--- src/rtl/dsp_mac_pkg.sv ---
// rtl/dsp_mac_pkg.sv - shared types and constants for the DSP dot-product sequencer
//
// Contents:
//   state_t          sequencer states IDLE/CLEAR/RUN/DRAIN/DONE
//   OP_W             multiplier operand width (18)
//   ACC_W            DSP accumulator / P width (48)
//   DSP_LAT_DEFAULT  default operand-to-P latency of the DSP slice
//   OPMODE_ACC       opmode selecting P = P + A*B

package dsp_mac_pkg;

  localparam int OP_W            = 18;
  localparam int ACC_W           = 48;
  localparam int DSP_LAT_DEFAULT = 4;

  // X=M, Z=P, no pre-adder, no post-subtract, carry-in 0
  localparam logic [7:0] OPMODE_ACC = 8'h09;

  typedef enum logic [2:0] {
    ST_IDLE  = 3'd0,
    ST_CLEAR = 3'd1,
    ST_RUN   = 3'd2,
    ST_DRAIN = 3'd3,
    ST_DONE  = 3'd4
  } state_t;

endpackage

--- src/rtl/dsp_mac_sequencer.sv ---
// rtl/dsp_mac_sequencer.sv - sequences an external DSP slice through one dot-product run
//
// Ports:
//   CLK, RST              clock, synchronous active-high reset
//   start, len            run request pulse and number of sample pairs
//   busy                  high whenever the sequencer is not idle
//   s_valid, s_ready      sample stream handshake
//   s_a, s_b              signed operand pair
//   dsp_a, dsp_b          operands to the DSP multiplier
//   dsp_opmode, dsp_rstp  DSP opmode and P-register reset
//   dsp_p, dsp_carryout   DSP accumulator output and carry
//   result, result_valid  captured dot product and its one-cycle strobe
//   carry_flag            sticky carry seen during the run

module dsp_mac_sequencer
  import dsp_mac_pkg::*;
#(
  parameter int LEN_W   = 8,
  parameter int DSP_LAT = DSP_LAT_DEFAULT
) (
  input  logic             CLK,
  input  logic             RST,
  input  logic             start,
  input  logic [LEN_W-1:0] len,
  output logic             busy,
  input  logic             s_valid,
  output logic             s_ready,
  input  logic [OP_W-1:0]  s_a,
  input  logic [OP_W-1:0]  s_b,
  output logic [OP_W-1:0]  dsp_a,
  output logic [OP_W-1:0]  dsp_b,
  output logic [7:0]       dsp_opmode,
  output logic             dsp_rstp,
  input  logic [ACC_W-1:0] dsp_p,
  input  logic             dsp_carryout,
  output logic [ACC_W-1:0] result,
  output logic             result_valid,
  output logic             carry_flag
);

  // Phase counter times the fixed-length CLEAR and DRAIN windows.
  localparam int              PH_W    = (DSP_LAT > 1) ? $clog2(DSP_LAT) : 1;
  localparam logic [PH_W-1:0] PH_LAST = PH_W'(DSP_LAT - 1);

  state_t           state;
  state_t           state_nxt;
  logic [LEN_W-1:0] remain;
  logic [PH_W-1:0]  phase;
  logic             phase_last;
  logic             xfer;

  assign phase_last = (phase == PH_LAST);
  assign xfer       = s_ready && s_valid;

  // State register and run datapath
  always_ff @(posedge CLK) begin
    if (RST) begin
      state      <= ST_IDLE;
      remain     <= '0;
      phase      <= '0;
      result     <= '0;
      carry_flag <= 1'b0;
    end else begin
      state <= state_nxt;

      // Restart the phase count on every state change so CLEAR and
      // DRAIN each see a full DSP_LAT window from zero.
      if (state_nxt != state) begin
        phase <= '0;
      end else begin
        phase <= phase + PH_W'(1);
      end

      if (state == ST_IDLE && start) begin
        remain     <= len;
        carry_flag <= 1'b0;
      end

      if (state == ST_RUN && xfer) begin
        remain <= remain - LEN_W'(1);
      end

      if ((state == ST_RUN || state == ST_DRAIN) && dsp_carryout) begin
        carry_flag <= 1'b1;
      end

      // By the last DRAIN cycle the final product has reached P.
      if (state == ST_DRAIN && phase_last) begin
        result <= dsp_p;
      end
    end
  end

  // Next-state logic
  always_comb begin
    state_nxt = state;
    case (state)
      ST_IDLE: begin
        if (start) state_nxt = ST_CLEAR;
      end
      ST_CLEAR: begin
        if (phase_last) state_nxt = (remain != '0) ? ST_RUN : ST_DRAIN;
      end
      ST_RUN: begin
        if (xfer && remain == LEN_W'(1)) state_nxt = ST_DRAIN;
      end
      ST_DRAIN: begin
        if (phase_last) state_nxt = ST_DONE;
      end
      ST_DONE: begin
        state_nxt = ST_IDLE;
      end
      default: begin
        state_nxt = ST_IDLE;
      end
    endcase
  end

  // Outputs; s_ready is decoded from state alone so the upstream
  // handshake never forms a combinational loop through s_valid.
  always_comb begin
    busy         = (state != ST_IDLE);
    s_ready      = (state == ST_RUN);
    result_valid = (state == ST_DONE);
    dsp_opmode   = OPMODE_ACC;
    dsp_rstp     = RST || (state == ST_CLEAR);
    dsp_a        = '0;
    dsp_b        = '0;
    // Bubbles feed zero operands so they add nothing to the sum.
    if (state == ST_RUN && s_valid) begin
      dsp_a = s_a;
      dsp_b = s_b;
    end
  end

endmodule

--- config.mk ---
export PLATFORM = sky130hd
export DESIGN_NAME = dsp_mac_sequencer
export DESIGN_NICKNAME = d
export VERILOG_FILES = /design/src/rtl/dsp_mac_pkg.sv /design/src/rtl/dsp_mac_sequencer.sv
export SDC_FILE = /design/constraint.sdc
export NUM_CORES = 1
export LEC_CHECK = 0
export ABC_AREA = 1
export BUFFER_PORTS_ARGS = -buffer_cell sky130_fd_sc_hd__buf_2
export CORE_ASPECT_RATIO = 1.1
export CORE_MARGIN = 1
export CORE_UTILIZATION = 45
export CTS_CLUSTER_SIZE = 12
export DETAILED_ROUTE_END_ITERATION = 8
export HOLD_SLACK_MARGIN = 0.02
export PLACE_DENSITY = 0.83
export SKIP_CTS_REPAIR_TIMING = 1
export SLEW_MARGIN = 25
export SYNTH_ARGS = -nofsm -noshare
export SYNTH_HDL_FRONTEND = slang
export SYNTH_SLANG_ARGS = --single-unit
--- constraint.sdc ---
create_clock -name CLK -period 2.35 [get_ports CLK]
set_input_delay 0.47 -clock CLK [delete_from_list [all_inputs] [get_ports CLK]]
set_output_delay 0.47 -clock CLK [all_outputs]
set_load 0.1 [all_outputs]
**After elaboration in Yosys (flattened, before gate mapping)**

Index checks and enable logic that the tools add are counted.

- Logic and storage cells: 40
- Flip-flop bits (word level): 62
- Input port bits: 97

- Multiplexer cells: 12
- Equal/unequal tests: 7
- Add/sub/neg operators: 2
- Reductions and logical operators: 14

Operators with widths:

| kind | count |
|---|---|
| 2-to-1 mux 18 bit | 2 |
| 2-to-1 mux 8 bit | 2 |
| 2-to-1 mux 3 bit | 4 |
| case mux 3 bit (4 select lines) | 1 |
| == test 8 x 1 -> 1 bit, second input constant | 1 |
| nonzero test 8 bit | 1 |
| subtractor 8 x 1 -> 8 bit, second input constant | 1 |
| == test 3 x 2 -> 1 bit, second input constant | 2 |
| logical AND 1 bit | 6 |
| nonzero test 2 bit | 2 |
| == test 3 x 1 -> 1 bit, second input constant | 1 |
| == test 3 bit, second input constant | 1 |
| zero test 3 bit | 1 |
| 2-to-1 mux 1 bit | 3 |
| != test 3 bit | 1 |
| nonzero test 3 bit | 1 |
| adder 2 x 1 -> 2 bit, second input constant | 1 |
| == test 2 bit, second input constant | 1 |
| logical OR 1 bit | 2 |
| OR reduction 2 bit | 1 |

**Depth between registers and ports, before layout**

Gate-level depths: netlist of the first run.

- Depth in word-level cells: 7
- Depth in mapped cells: 9

**Worst setup path after synthesis of the first run**

Ideal clock, no wire load.

- Path type: register to output
- From: reg state[2]
- To: out dsp_a[0]
- Stages on the path, launching flop included: 8
- Arrival: 2,678 ps
- Path buffers: 2
- Setup slack: -798 ps
- Path through: dfxtp_1 inv_2 nand3_2 inv_2 nand2_2 buf_2 buf_2 nor2_1

- Longest elaborated chain between the ends: 3

Ends and longest elaborated chain:

| item | line | source |
|---|---|---|
| start, declared | dsp_mac_sequencer.sv:45 | `state_t state;` |
| start signal, assigned | dsp_mac_sequencer.sv:64 | `state <= state_nxt;` |
| == test 3 x 2 -> 1 bit | - |  |
| net s_ready | dsp_mac_sequencer.sv:27 | `output logic s_ready,` |
| logical AND 1 bit | dsp_mac_sequencer.sv:130 | `if (state == ST_RUN && s_valid) begin` |
| 2-to-1 mux 18 bit | dsp_mac_sequencer.sv:130 |  |
| end, declared | dsp_mac_sequencer.sv:30 | `output logic [OP_W-1:0] dsp_a,` |

The timed path passes the listed nets, and every way through them passes these cells.

**Worst setup path in the final report of the first run**

- From: reg state[2]
- To: out dsp_a[7]

- Longest elaborated chain between the ends: 3

Ends and longest elaborated chain:

| item | line |
|---|---|
| == test 3 x 2 -> 1 bit | dsp_mac_sequencer.sv:130 |
| logical AND 1 bit | dsp_mac_sequencer.sv:130 |
| 2-to-1 mux 18 bit | dsp_mac_sequencer.sv:130 |

No other way between the ends.

==> results of run 1 <==
==> state kept, by name, indices dropped and copies added, names as in the netlist <==
| signal | flops |
|---|---|
| state | 3 |
| phase | 2 |
| remain | 8 |
| carry_flag | 1 |
| result | 48 |
==> metal layers <==
| layer | GRT usage | share of wire | wire length [um] | up-vias |
|---|---|---|---|---|
| met5 | 0 | 0 | 0 | - |
| met4 | 0.104 | 0.015 | 130 | 0 |
| met2 | 0.472 | 0.53 | 4690 | 179 |
| li1 | - | - | - | 1688 |
| met1 | 0.271 | 0.36 | 3170 | 1551 |
| met3 | 0.0789 | 0.10 | 902 | 11 |
==> stage by stage <==
stage / std cells / setup TNS, ps / hold slack (ps) / setup slack, ps / area, um^2
after floorplan: 437 / -7620 / 397 / -295 / 3060
after global placement: 675 / 0 / 411 / 568 / 4520
after detailed placement: 675 / 0 / 424 / 461 / 4520
after CTS: 691 / 0 / 373 / 103 / 4700
after global routing: 691 / 0 / 388 / 14.6 / 4700
final: 691 / 0 / 380 / 121 / 4700
==> cell families after synthesis <==
family / count (synthesis) / synth area share
flip-flops: 62 / 0.426
buffers and inverters: 87 / 0.130
other: 2 / 0.00257
AND/OR/NAND/NOR: 209 / 0.304
XOR/XNOR: 2 / 0.00601
adder cells (fa/ha/maj): 4 / 0.0172
AO/OA/AOI/OAI: 65 / 0.115
==> power by group through the flow <==
stage	Clock [uW]	Sequential (uW)	Combinational, uW
after floorplan	0	1100	242
final	903	1080	359
after global routing	966	1080	390
after global placement	0	1100	349
after detailed placement	0	1100	358
after CTS	916	1080	359
==> tightest hold or removal path, delay by kind of cell <==
kind | cells | cell delay, ps
and+or+nand+nor | 2 | 130
buffers and inverters | 1 | 70
==> path summary, 6_finish.rpt <==
path         cells after the start          to  slack, ps
max reg2reg                      6  result[39]        500
min                              3   remain[1]        380
min reg2reg                      1    phase[0]        440
max                              7    dsp_a[7]        120
==> cells in the final DEF (no fill, tap or decap), types with 3 or more instances in the layout <==
master | synthesis | final
nor2_4 | 1 | 6
nor2_2 | 1 | 32
nand3_1 | 53 | 53
ha_1 | 4 | 3
dfxtp_1 | 62 | 62
conb_1 | 2 | 8
o211ai_1 | 3 | 3
buf_2 | 8 | 148
clkinv_2 | 0 | 3
buf_12 | 0 | 37
clkbuf_8 | 0 | 9
buf_4 | 9 | 6
a21oi_1 | 56 | 56
nor2_1 | 58 | 22
inv_1 | 51 | 51
nand2_1 | 88 | 88
==> cell type report <==
type,instances,area (um^2)
well taps,80,100
repair buffers,191,1530
inverters,54,205
clock inverters,6,61.3
flip-flops and latches,62,1240
fillers,455,1530
clock buffers,10,128
multi-input cells,288,1440
==> impl_metrics.json, run 1 <==
{
  "status": "finished clean",
  "place.gp.congestion": 0.880,
  "worstReg2RegStart": "state[1]",
  "tightest_slew_ps": 567,
  "path_buf_inv": 4,
  "root_buffer": "clkbuf_8",
  "grt_pass1_wl_um": 13900,
  "slew_violations": 0,
  "crit_type": "reg -> out",
  "dp_hpwl_um": 6840,
  "post-route-util": 0.755,
  "clkLatencyLatePin_ps": 330,
  "yosysTopAreaCell": "dfxtp_1",
  "syn-instance-count": 431,
  "nets": 707,
  "drt_pass1_iterations": 4,
  "p_sw_frac": 0.285,
  "finalCritPeriodShare": 0.948,
  "ys_async_sr_fraction": 0,
  "die_area_um2": 6810,
  "critPathArrivalTime_ps": 1760,
  "clock_sinks": 62,
  "cp_top_family": "buffers and inverters",
  "port-buffer-count": 185,
  "cts_buffer_depth": 2,
  "powerDensity_nw_per_um2": 498,
  "slowest_delay_ps": 340,
  "tritoncts": "yes",
  "antenna_found_initial": 0,
  "syn_avg_cell_area_um2": 6.77,
  "internal_power_uw": 1680,
  "startpoint": "state[2]",
  "skew_ps": 9.47,
  "slew_headroom": 0.622,
  "die-width_um": 78.8,
  "path_cells": "inv_2, nand3_2, inv_4, nand2_2, buf_4, nor2_2, buf_12",
  "endpoint_kind": "output port",
  "hold_path.class": "in -> reg",
  "antenna_cells": 0,
  "drc_errors": 0,
  "synth_cell_types": 27,
  "synthFlopType": "dfxtp_1",
  "drive_above_1_share": 0.416,
  "grt_max_degree": 57,
  "vias": 3429,
  "track_usage": 0.257,
  "power_frac_clock": 0.386,
  "start_util": 0.468,
  "wl_per_cell_um": 12.9,
  "crit_slowest_cell": "dfxtp_1",
  "placeableCoreArea_um2": 6230,
  "max-cap-violations": 0,
  "clock.fmax_mhz": 449,
  "yosysMostFrequentCell": "nand2_1",
  "grt_pass1_vias": 3124,
  "ys_seq_area_frac": 0.426,
  "synth.cell_area_um2": 2920,
  "gr-total-overflow": 0,
  "p_seq_frac": 0.461,
  "cts_buffers": 9,
  "synth_warnings": 0,
  "vdd_drop_max_v": 0.000424,
  "antenna_left": 0,
  "die_h_um": 86.4,
  "ioPinCount": 194,
  "synth_edf_count": 0,
  "power.total_uw": 2340,
  "hp-start": "len[1]",
  "rsz0062_at_grt": "false",
  "synth_seq_cells": 62,
  "yosys-top-cells-count": "nand2_1 (88), dfxtp_1 (62), nor2_1 (58)",
  "min_period_ps": 2230,
  "synth_top_area_frac": 0.426,
  "htree_levels": 3,
  "critPathLaunchType": "flip-flop",
  "p_switching_uw": 668,
  "critPathRequiredTime_ps": 1880,
  "setup_viol": 0,
  "drt_wl_total_um": 8890,
  "crit_path_max_fanout": 26,
  "ys_top_cells_by_area": "dfxtp_1 (43%), nand2_1 (11%), a21oi_1 (9.6%)",
  "p_leak_uw": 0.00226,
  "viasPerCell": 4.96,
  "clk_pin_slew_ps": 70,
  "combinationalPowerShare": 0.153,
  "rows": 30,
  "area_growth_pct": 61.3,
  "drt_iter0_markers": 203,
  "final_hold_viol_count": 0
}
Note: power is estimated with default switching activity, not from simulation.
==> run 2, diff against run 1 <==
CORE_UTILIZATION = 42   (was 45)
PLACE_DENSITY = 0.78   (was 0.83)
clock period = 2.1 ns   (was 2.35 ns; I/O delays follow)
==> impl_metrics.json, run 2 (synthesized netlist as in run 1, its figures left out) <==
{
  "htree_levels": 3,
  "most-common-layout-cells": "buf_2 (148), nand2_1 (88), dfxtp_1 (60)",
  "skew_ps": 10.6,
  "reg2reg_setup_slack_ps": 560,
  "grt_pass1_wl_um": 13100,
  "rows": 31,
  "pre_cts_ws_ps": 303,
  "endpoint_kind": "output port",
  "slew_violations": 0,
  "viasPerCell": 4.87,
  "critPathArrivalTime_ps": 1590,
  "vias": 3389,
  "drt_pass1_iterations": 5,
  "fillCellCount": 524,
  "instances_no_fill": 696,
  "powerDensity_nw_per_um2": 527,
  "tritoncts": "yes",
  "clkLatencyLatePin_ps": 330,
  "vdd_drop_max_v": 0.000520,
  "slew_headroom": 0.607,
  "largest_reg_flops": 48,
  "antenna_cells": 0,
  "top_regs": "result x48, remain x8, state x3",
  "dp_hpwl_um": 6470,
  "clock_sinks": 62,
  "critPathLaunchType": "flip-flop",
  "whs_endpoint": "remain[1]",
  "multi_input_area_um2": 1510,
  "r2r_end": "result[41]",
  "drt_iter0_markers": 123,
  "antenna_found_initial": 0,
  "max-cap-violations": 0,
  "place.gp.congestion": 0.846,
  "drc_errors": 0,
  "wl_per_cell_um": 12.7,
  "drive_above_1_share": 0.423,
  "grt_max_degree": 57,
  "reg2reg_depth": 5,
  "port-buffer-count": 185,
  "rsz0062_at_grt": "false",
  "hold_path.class": "in -> reg",
  "grt_pass1_vias": 2932,
  "start_util": 0.440,
  "cts_buffers": 9,
  "crit_path_max_fanout": 17,
  "place_inst": 677,
  "crit_type": "reg -> out",
  "cts_buffer_depth": 2,
  "clk_pin_slew_ps": 60,
  "die_h_um": 89.4,
  "die-width_um": 81.5,
  "setup_viol": 0,
  "finalCritPeriodShare": 0.956,
  "setup_ws_ps": 92.2,
  "nets": 710,
  "gr-total-overflow": 0,
  "hp-start": "len[1]",
  "track_usage": 0.233,
  "ioPinCount": 194,
  "min_path_cells": 3,
  "seqCellArea_um2": 1240,
  "min_period_ps": 2010,
  "drt_wl_total_um": 8860,
  "fin_setup_tns_ps": 0,
  "area_growth_pct": 65.8,
  "layout_commonest_cell": "buf_2",
  "die_area_um2": 7280,
  "status": "finished clean",
  "critPathRequiredTime_ps": 1680,
  "placeableCoreArea_um2": 6630,
  "worstReg2RegStart": "phase[0]",
  "p_leak_uw": 0.00230,
  "antenna_left": 0,
  "clock.fmax_mhz": 498,
  "tightest_slew_ps": 589,
  "final_hold_viol_count": 0,
  "root_buffer": "clkbuf_8",
  "largest-register": "result"
}
[run 2: cell types whose count changed in the layout (fill, tap and decap cells not counted), sizes merged]
cell	previous run	this run
clkinv	3	4
buf	191	193
bufinv	1	0
clkbuf	10	12
inv	55	54
[run 2: cell type report]
class	instances	area share
timing repair buffer	194	0.329
multi-input combinational	288	0.312
sequential	62	0.257
inverter	54	0.0440
clock buffer	11	0.0292
tap	82	0.0212
clock inverter	5	0.00724
[run 2: power by group]
group	internal (uW)	leakage [uW]	switching, uW
Sequential	1190	0.000502	15.6
Combinational	137	0.00171	277
Clock	460	0.0000893	466
Total	1790	0.00230	759
[run 2: worst max-delay path, cell delays in order, from the launching register on]
cell     delay, ps
dfxtp_1        350
inv_2          100
nand3_4        120
inv_8           80
nand2_8        100
buf_12         190
nor2_2         140
buf_12         190
[run 2: routing by layer]
| layer | vias up | GRT usage | wire (um) |
|---|---|---|---|
| met5 | - | 0 | 0 |
| met4 | 0 | 0.0877 | 112 |
| met3 | 13 | 0.0694 | 767 |
| met2 | 151 | 0.416 | 4520 |
| met1 | 1527 | 0.260 | 3450 |
| li1 | 1698 | - | - |
[run 2: how the worst max path moves through the flow]
stage | start | to | slack, ps | depth (start not counted)
2_1_floorplan | state[2] | dsp_a[0] | -270 | 7
3_3_place_gp | state[2] | dsp_a[4] | 380 | 7
3_5_place_dp | state[2] | dsp_b[4] | 300 | 7
4_1_cts | state[2] | dsp_b[4] | -50 | 7
5_1_grt | state[0] | dsp_b[6] | 10 | 7
6_report | state[0] | dsp_b[1] | 90 | 7
[run 2: metrics by stage]
stage                     hold WS, ps  utilization  cell area [um^2]  power, uW
final                             318        0.729              4840       2550
after global routing              330        0.729              4840       2660
after CTS                         310        0.719              4770       2560
after detailed placement          417        0.692              4590       1640
after global placement            411        0.692              4590       1630
after floorplan                   397            -              3120       1510
==> run 3, diff against run 2 <==
CELL_PAD_IN_SITES_DETAIL_PLACEMENT = 0   (was unset)
CELL_PAD_IN_SITES_GLOBAL_PLACEMENT = 1   (was unset)
CORE_UTILIZATION = 27   (was 42)
PLACE_DENSITY = 0.77   (was 0.78)
==> impl_metrics.json, run 3 (synthesized netlist as in run 1, its figures left out) <==
{
  "status": "finished clean",
  "die_area_um2": 11200,
  "largest-register": "result",
  "viasPerCell": 4.44,
  "die-width_um": 101,
  "largest_reg_flops": 48,
  "rsz0062_at_grt": "true",
  "root_buffer": "clkbuf_16",
  "cts_buffer_depth": 2,
  "max-cap-violations": 0,
  "setup_viol": 0,
  "critPathArrivalTime_ps": 1600,
  "top_regs": "result x48, remain x8, state x3",
  "crit_path_max_fanout": 20,
  "reg2reg_depth": 10,
  "wl_per_cell_um": 12.1,
  "fillCellCount": 1047,
  "reg2reg_setup_slack_ps": 500,
  "clk_pin_slew_ps": 60,
  "clock_sinks": 62,
  "vias": 3347,
  "antenna_found_initial": 0,
  "track_usage": 0.162,
  "port-buffer-count": 185,
  "ioPinCount": 194,
  "slew_violations": 0,
  "grt_pass1_wl_um": 14700,
  "clock.fmax_mhz": 496,
  "critPathLaunchType": "flip-flop",
  "antenna_cells": 0,
  "crit_type": "reg -> out",
  "grt_pass1_vias": 3261,
  "place.gp.congestion": 0.848,
  "htree_levels": 3,
  "tightest_slew_ps": 607,
  "gr-total-overflow": 0,
  "skew_ps": 8.99,
  "endpoint_kind": "output port",
  "fin_setup_tns_ps": 0,
  "start_util": 0.279,
  "dp_hpwl_um": 6740,
  "area_growth_pct": 71.6,
  "drt_wl_total_um": 9130,
  "grt_max_degree": 57,
  "p_leak_uw": 0.00235,
  "powerDensity_nw_per_um2": 665,
  "clkLatencyLatePin_ps": 320,
  "most-common-layout-cells": "buf_2 (148), nand2_1 (88), dfxtp_1 (61)",
  "slew_headroom": 0.596,
  "cts_buffers": 9,
  "placeableCoreArea_um2": 10400,
  "finalCritPeriodShare": 0.961,
  "die_h_um": 111,
  "hold_path.class": "in -> reg",
  "rows": 39,
  "nets": 707,
  "final_hold_viol_count": 0,
  "vdd_drop_max_v": 0.000377,
  "drt_iter0_markers": 145,
  "min_period_ps": 2020,
  "drive_above_1_share": 0.421,
  "drt_pass1_iterations": 4,
  "drc_errors": 0,
  "min_path_cells": 3,
  "tritoncts": "yes",
  "critPathRequiredTime_ps": 1680,
  "whs_ps": 328,
  "layout_commonest_cell": "buf_2",
  "antenna_left": 0
}
==> run 3: changes by cell type in the layout (fill, tap and decap cells not counted), sizes merged <==
cell	delta
bufinv	+3
clkbuf	-3
buf	-2
clkinv	-1
clkinvlp	-1
inv	+1
==> run 3: metrics by stage <==
stage          instances  instance area [um^2]  setup WS (ps)  total power, uW  utilization
2_1_floorplan        437                  3120           -271             1510            -
3_3_place_gp         738                  4640            338             1640        0.445
3_5_place_dp         738                  4640            304             1650        0.445
4_1_cts              754                  4990          -42.0             3370        0.478
5_1_grt              754                  5010          -6.47             3460        0.479
6_report             754                  5010           82.1             3330        0.479
==> run 3: final timing paths <==
kind,startpoint,endpoint
setup / recovery,state[2],dsp_a[17]
hold / removal,len[1],remain[1]
setup reg to reg,state[2],remain[5]
hold reg to reg,phase[0],phase[0]
==> run 3: critical path, stage by stage, from the launching register on <==
cell and delay [ps]:
dfxtp_1 410, inv_4 80, nand3_4 120, inv_8 40, nand2_4 50, buf_4 310, nor2_2 90, buf_12 170
==> run 3: final cells by class <==
class | instances | area, um^2 | share of cell area
clock buffers | 9 | 225 | 0.0450
clock inverters | 7 | 121 | 0.0242
inverters | 54 | 213 | 0.0425
multi-input cells | 288 | 1500 | 0.299
flip-flops and latches | 62 | 1240 | 0.248
well taps | 143 | 179 | 0.0357
repair buffers | 191 | 1530 | 0.306
==> run 3: metal layers <==
layer,up-vias,global-route usage,wire [um]
met4,0,0.0473,110
met3,9,0.0517,883
met2,149,0.294,4480
met1,1503,0.175,3660
met5,-,0,0
li1,1686,-,-
==> run 3: report_power, final <==
group / internal, uW / switching, uW
registers: 1200 / 15.8
logic: 135 / 274
clock network: 1160 / 544
